### src/rtl/i2s_rx.sv
`timescale 1ns/1ps
`default_nettype none
// +--------------------------------------------------------------------+
// | i2s_rx : clock-slave I2S / left-justified receiver, stereo PCM out |
// | Option : define I2S_RX_ERR_EN to enable the bit-count error strobe |
// | Rev    : 1.0                                                       |
// +--------------------------------------------------------------------+
module i2s_rx #(
  parameter int FMT  = 0,
  parameter int BITS = 16
) (
  input  logic            clk_i,
  input  logic            reset_i,
  input  logic            bck_i,
  input  logic            lrck_i,
  input  logic            din_i,
  output logic [BITS-1:0] left_o,
  output logic [BITS-1:0] right_o,
  output logic            valid_o,
  output logic            err_o
);

  typedef enum logic [1:0] {
    ST_ARM  = 2'd0,
    ST_SYNC = 2'd1,
    ST_RUN  = 2'd2
  } state_t;

  logic [2:0]      bck_q;
  logic [1:0]      lrck_q;
  logic [1:0]      din_q;
  logic            rise_q;
  state_t          state_q, state_d;
  logic            lr_d1_q, lr_d1_d;
  logic            ws_prev_q, ws_prev_d;
  logic [5:0]      cnt_q, cnt_d;
  logic [BITS-1:0] sr_q, sr_d;
  logic [BITS-1:0] lbuf_q, lbuf_d;
  logic [BITS-1:0] left_q, left_d;
  logic [BITS-1:0] right_q, right_d;
  logic            have_l_q, have_l_d;
  logic            valid_q, valid_d;
  logic            ws;
  logic            boundary;
  logic            commit_l;
  logic            commit_r;

  // bck_q[2] is the edge-detect history stage behind the two synchronizer flops
  always_ff @(posedge clk_i or posedge reset_i) begin
    if (reset_i) begin
      bck_q  <= '0;
      lrck_q <= '0;
      din_q  <= '0;
      rise_q <= 1'b0;
    end else begin
      bck_q  <= {bck_q[1:0], bck_i};
      lrck_q <= {lrck_q[0], lrck_i};
      din_q  <= {din_q[0], din_i};
      rise_q <= bck_q[1] & ~bck_q[2];
    end
  end

  assign ws       = (FMT != 0) ? lrck_q[1] : lr_d1_q;
  assign boundary = rise_q && (ws != ws_prev_q);
  assign commit_l = boundary && !ws_prev_q && (state_q != ST_ARM);
  assign commit_r = boundary && ws_prev_q && (state_q == ST_RUN);

  always_comb begin
    state_d   = state_q;
    lr_d1_d   = lr_d1_q;
    ws_prev_d = ws_prev_q;
    cnt_d     = cnt_q;
    sr_d      = sr_q;
    lbuf_d    = lbuf_q;
    left_d    = left_q;
    right_d   = right_q;
    have_l_d  = have_l_q;
    valid_d   = 1'b0;

    if (rise_q) begin
      lr_d1_d = lrck_q[1];
      if (boundary) begin
        ws_prev_d      = ws;
        cnt_d          = 6'd1;
        sr_d           = '0;
        sr_d[BITS-1]   = din_q[1];
      end else begin
        // Bits past the word width fall off; unreceived LSBs stay zero
        for (int i = 0; i < BITS; i++) begin
          if (cnt_q == 6'(BITS - 1 - i)) sr_d[i] = din_q[1];
        end
        if (cnt_q != 6'd63) cnt_d = cnt_q + 6'd1;
      end
    end

    if (boundary && (state_q == ST_ARM)) state_d = ST_SYNC;

    if (commit_l) begin
      state_d  = ST_RUN;
      lbuf_d   = sr_q;
      have_l_d = 1'b1;
    end

    // Left is staged so both outputs move together with the strobe
    if (commit_r) begin
      right_d = sr_q;
      if (have_l_q) begin
        left_d   = lbuf_q;
        valid_d  = 1'b1;
        have_l_d = 1'b0;
      end
    end
  end

  always_ff @(posedge clk_i or posedge reset_i) begin
    if (reset_i) begin
      state_q   <= ST_ARM;
      lr_d1_q   <= 1'b0;
      ws_prev_q <= 1'b0;
      cnt_q     <= '0;
      sr_q      <= '0;
      lbuf_q    <= '0;
      left_q    <= '0;
      right_q   <= '0;
      have_l_q  <= 1'b0;
      valid_q   <= 1'b0;
    end else begin
      state_q   <= state_d;
      lr_d1_q   <= lr_d1_d;
      ws_prev_q <= ws_prev_d;
      cnt_q     <= cnt_d;
      sr_q      <= sr_d;
      lbuf_q    <= lbuf_d;
      left_q    <= left_d;
      right_q   <= right_d;
      have_l_q  <= have_l_d;
      valid_q   <= valid_d;
    end
  end

  assign left_o  = left_q;
  assign right_o = right_q;
  assign valid_o = valid_q;

`ifdef I2S_RX_ERR_EN
  logic lerr_q, lerr_d;
  logic err_q, err_d;
  logic word_bad;

  always_comb begin
    word_bad = (cnt_q != 6'(BITS));
    lerr_d   = commit_l ? word_bad : lerr_q;
    err_d    = commit_r && (word_bad || (have_l_q && lerr_q));
  end

  always_ff @(posedge clk_i or posedge reset_i) begin
    if (reset_i) begin
      lerr_q <= 1'b0;
      err_q  <= 1'b0;
    end else begin
      lerr_q <= lerr_d;
      err_q  <= err_d;
    end
  end

  assign err_o = err_q;
`else
  assign err_o = 1'b0;
`endif

endmodule
`default_nettype wire
### config.mk
export PLATFORM = sky130hd
export DESIGN_NAME = i2s_rx
export DESIGN_NICKNAME = d
export VERILOG_FILES = /design/src/rtl/i2s_rx.sv
export SDC_FILE = /design/constraint.sdc
export NUM_CORES = 1
export LEC_CHECK = 0
export CORE_UTILIZATION = 40
export CTS_BUF_LIST = sky130_fd_sc_hd__clkbuf_16
export CTS_CLUSTER_SIZE = 30
export DETAILED_ROUTE_END_ITERATION = 12
export PLACE_DENSITY = 0.56
export SYNTH_ARGS = -nofsm -noshare
export SYNTH_HDL_FRONTEND = slang
export SYNTH_SLANG_ARGS = --single-unit
### constraint.sdc
create_clock -name clk_i -period 3.75 [get_ports clk_i]
set_clock_uncertainty 0.2 [all_clocks]
set_input_delay 0.75 -clock clk_i [delete_from_list [all_inputs] [get_ports clk_i]]
set_output_delay 0.75 -clock clk_i [all_outputs]
set_load 0.02 [all_outputs]
# ---- Yosys cells after proc, flatten, opt, wreduce, memory -nomap -nowiden
# Cells that the tools add are included.
dict set report classes {
  add_sub_neg 1
  shifts 0
  n_reduce_logical 47
  bitwise_logic 2
  mul 0
  n_mux 26
  n_div 0
  n_eq_ne 18
  magnitude_cmp 0
}
# op count
set ops {}
lappend ops {{6-bit by 4-bit equality test with 1-bit output, second input constant} 8}
lappend ops {{2-bit AND reduction} 19}
lappend ops {{2-bit nonzero test} 19}
lappend ops {{6-bit by 3-bit equality test with 1-bit output, second input constant} 4}
lappend ops {{1-bit 2-to-1 mux} 21}
lappend ops {{16-bit 2-to-1 mux} 1}
lappend ops {{6-bit by 2-bit equality test with 1-bit output, second input constant} 2}
lappend ops {{6-bit 2-to-1 mux} 2}
lappend ops {{6-bit by 1-bit adder with 6-bit output, second input constant} 1}
lappend ops {{6-bit by 1-bit equality test with 1-bit output, second input constant} 1}
lappend ops {{1-bit logical AND} 6}
lappend ops {{6-bit logical NOT} 1}
lappend ops {{6-bit != test, second input constant} 1}
lappend ops {{2-bit 2-to-1 mux} 2}
lappend ops {{2-bit equality test, second input constant} 1}
lappend ops {{2-bit logical NOT} 1}
lappend ops {{1-bit AND} 1}
lappend ops {{1-bit logical NOT} 1}
lappend ops {{1-bit != test} 1}
lappend ops {{1-bit inverter} 1}
dict set report word_totals {
  ram_bits 0
  rom_bits 0
  elab_cells 123
  memories 0
  latchBits 0
  reg_bits 84
}

# ---- Depth between registers and ports, before layout
dict set report logic_depth {
  word_depth 7
  mapped_depth 5
}

# ---- Worst setup path before layout
# OpenSTA, ideal clock, no wires.
dict set report synth_timing {
  path_kind {register to register}
  start {register cnt_q[0]}
  end {register sr_q[15]}
  setup_slack_ps 1819
  arrival_ps 1606
  path_stages_with_launch 6
  path_buffers 0
  required_time_ps 3425
  cell_sequence {dfrtp_1 inv_1 ha_1 or3b_2 o22ai_1 mux2_2}
}
dict set report synth_via {
  elab_chain_len 3
}
# item line_no
set synth_rtl {}
lappend synth_rtl {{from (decl)} 36} ;# logic [5:0] cnt_q, cnt_d;
lappend synth_rtl {{from (signal assigned)} 131} ;# cnt_q <= cnt_d;
lappend synth_rtl {{6-bit logical NOT} 90} ;# if (cnt_q == 6'(BITS - 1 - i)) sr_d[i] = din_q[1];
lappend synth_rtl {{2-bit nonzero test (no line)} --}
lappend synth_rtl {{2-bit AND reduction (no line)} --}
lappend synth_rtl {{to (signal assigned)} 132} ;# sr_q <= sr_d;
lappend synth_rtl {{to (decl)} 37} ;# logic [BITS-1:0] sr_q, sr_d;
# Every way passes these cells.
# A chain may end at the register's enable or synchronous reset.

# ---- Worst setup path in the final report
dict set report layout_timing {
  start {register rise_q}
  end {register lbuf_q[9]}
}
dict set report layout_via {
  elab_chain_len 3
}
# item line_no
set layout_rtl {}
lappend layout_rtl {{from (decl)} 32} ;# logic rise_q;
lappend layout_rtl {{from (signal assigned)} 59} ;# rise_q <= bck_q[1] & ~bck_q[2];
lappend layout_rtl {{1-bit logical AND} 64} ;# assign boundary = rise_q && (ws != ws_prev_q);
lappend layout_rtl {{1-bit logical AND (2 in a row)} 65} ;# assign commit_l = boundary && !ws_prev_q && (state_q != ST_ARM);
lappend layout_rtl {{to (signal assigned)} 133} ;# lbuf_q <= lbuf_d;
lappend layout_rtl {{to (decl)} 38} ;# logic [BITS-1:0] lbuf_q, lbuf_d;
# Every way passes these cells.

==> out/results.txt <==
Core Rows: 33
die width: 95.6 um
crit start category: flop
Post-Syn Instances: 259
layout cell share with drive strength beyond 1: 0.258
hold_buf cts: 0
Final ANT Viol Nets: 0
worst setup path endpoint: lbuf_q[9]$_DFFE_PP0P_
Root Buffer: clkbuf_16
final wirelength: 6310 um
drt via density: 5.21
Mapped Area: 3500 sq um
Slew Limit Fails: 0
IO Pins: 39
DR pass1 iterations: 4
RSZ-0062 raised after global routing: false
hpwl dp: 4190 um
most numerous cell in the Yosys netlist: dfrtp_1
crit-path max FO: 19
initial antenna violation count: 0
Fin. Hold Viols: 0
Final setup viols: 0
slew margin rel.: 0.407
status: finished clean
DRC viols: 0
Slowest cell on crit path: dfrtp_1
reg2reg setup slack: 1.37 ns
fillers: 734
die height: 95.6 um
largest net degree at the start of global routing: 50
worst path arrival time: 2.39 ns
critical path cell sequence: nand2_1 > nor3_4 > mux2_2
Crit path required time: 3.76 ns
Worst setup startpoint: rise_q$_DFF_PP0_
Syn Area/Cell: 13.5 sq um
fin cells: 403
Worst Hold Class: flop to flop
worst-margin pin slew: 0.889 ns
grt ovf: 0
clock latency on the worst-skew pair: 0.33 ns
warnings from Yosys: 0
H-tree lvl count: 3
clk slew on worst S/H paths: 0.06 ns
fmax: 0.421 GHz
Clock Path Buffers: 2
post-synthesis net count: 268
P_leak: 0.00196 uW
share of the synthesized area in the top cell type: 0.600
Async S/R FF share, synth: 1.00
CTS tree: yes
Tmin final: 2.38 ns
Layout Nets: 303
vias in the first global route: 2,017
setup TNS: 0 ns
worst stage delay on the critical path: 0.74 ns
Post-synth EDFFs: 0
total core area: 8340 sq um
diodes inserted: 0
area growth from synthesis to layout: 21.1%
Crit Path Category: flop to flop
largest area contributor in the netlist: dfrtp_1
distinct cell type count after synthesis: 43
die area: 9140 sq um
Final Core Density: 0.509
gpl congestion: 0.849
post-CTS repair timing setup buffer count: 0
Worst R2R Path Depth: 3
first-pass GRT wire length: 10,600 um
Initial Utilization: 0.420
IO buf count: 37
worst reg2reg path endpoint: lbuf_q[9]$_DFFE_PP0P_
synth cell count leaders: dfrtp_1 (84), mux2_2 (42), nand3_1 (19)
register area share after synthesis: 0.600
power per cell area: 581 nW/um^2
DR WL/cell: 15.7 um
beginning of the worst register-to-register path: rise_q$_DFF_PP0_
via count: 2,101
Tcrit/Tclk final: 0.634
placed cell count: 388
post-cts resize count: 0
maximum VDD drop: 0.312 mV
crit end category: flop
Synth Register Bits: 84
DR iter-0 viols: 93
GRT Resource Usage Total: 0.158
min-delay src: lrck_q[0]$_DFF_PP0_
ys flop type: dfrtp_1
Synth area leaders: dfrtp_1 (60%), mux2_2 (13%), mux2_4 (3.9%), nand3_1 (2.7%), a21oi_1 (2.4%)
Sink Count: 84
CTS buffer count: 9
total power: 2470 uW
max-cap viol count: 0
## per-stage QoR
step	setup slack (ns)	hold WS [ns]	area, sq um
2_1_floorplan	0.635	0.131	3500
3_3_place_gp	1.43	0.135	3940
3_5_place_dp	1.36	0.138	3940
4_1_cts	1.31	0.152	4250
5_1_grt	1.17	0.154	4250
6_report	1.37	0.148	4250
## layout make-up
class / count / area (sq um) / share of cell area
inverters: 9 / 35.0 / 0.00825
flip-flops and latches: 84 / 2100 / 0.495
multi-input cells: 152 / 1280 / 0.302
well taps: 105 / 131 / 0.0309
repair buffers: 38 / 390 / 0.0920
clock buffers: 9 / 225 / 0.0531
clock inverters: 6 / 81.3 / 0.0192
## power by group
group	internal (uW)	switching (uW)	leakage, uW
combinational	206	220	0.000675
sequential	1030	102	0.00113
clock	574	333	0.000154
## state kept, by name, summed over array words and instances, names as in the netlist, 2 cells and up
name,flops
right_o,16
lbuf_q,16
state_q,2
din_q,2
bck_q,3
cnt_q,6
lrck_q,2
sr_q,16
left_o,16
## metal layers
layer / vias up / wire length [um] / GRT usage
li1: 1002 / - / -
met2: 39 / 3040 / 0.236
met4: 0 / 90 / 0.0672
met3: 6 / 216 / 0.0439
met5: - / 0 / 0
met1: 1054 / 2970 / 0.214
## placed cells by master, fill, tap and decap left out, types with 2 or more instances in the layout
| cell type | n |
|---|---|
| a211oi_1 | 3 |
| a21oi_1 | 17 |
| and3b_1 | 2 |
| bufinv_16 | 2 |
| clkbuf_16 | 9 |
| clkdlybuf4s50_1 | 37 |
| clkinv_2 | 2 |
| dfrtp_1 | 84 |
| ha_1 | 4 |
| inv_1 | 9 |
| mux2_2 | 42 |
| mux2_4 | 9 |
| nand3_1 | 19 |
| nand3b_1 | 2 |
| nand4_1 | 3 |
| nor3b_1 | 5 |
| o21ai_0 | 17 |
| or3b_2 | 4 |
## worst min-delay path by stage
stage / to / slack, ns / cells after the start
CTS: lrck_q[1]$_DFF_PP0_ / 0.15 / 0
detailed placement: bck_q[1]$_DFF_PP0_ / 0.14 / 0
floorplan: bck_q[1]$_DFF_PP0_ / 0.13 / 0
finish: lrck_q[1]$_DFF_PP0_ / 0.15 / 0
global placement: din_q[1]$_DFF_PP0_ / 0.14 / 0
global route: lrck_q[1]$_DFF_PP0_ / 0.15 / 0
## cells by family after synthesis
group           count (synthesis)  synth area share
flops                          84             0.600
other cells                     1           0.00107
simple gates                   51             0.102
fa+ha+maj                       4            0.0143
xor+xnor                        1           0.00250
mux                            52             0.176
buf+inv                        23            0.0350
compound gates                 43            0.0693
## worst max-delay path, delay by kind of cell, from the launching register on
family | cells | cell delay (ns)
flip-flops | 1 | 0.74
AND/OR/NAND/NOR | 2 | 0.90
multiplexers | 1 | 0.42
No activity file was read; power rests on OpenSTA's default activity.
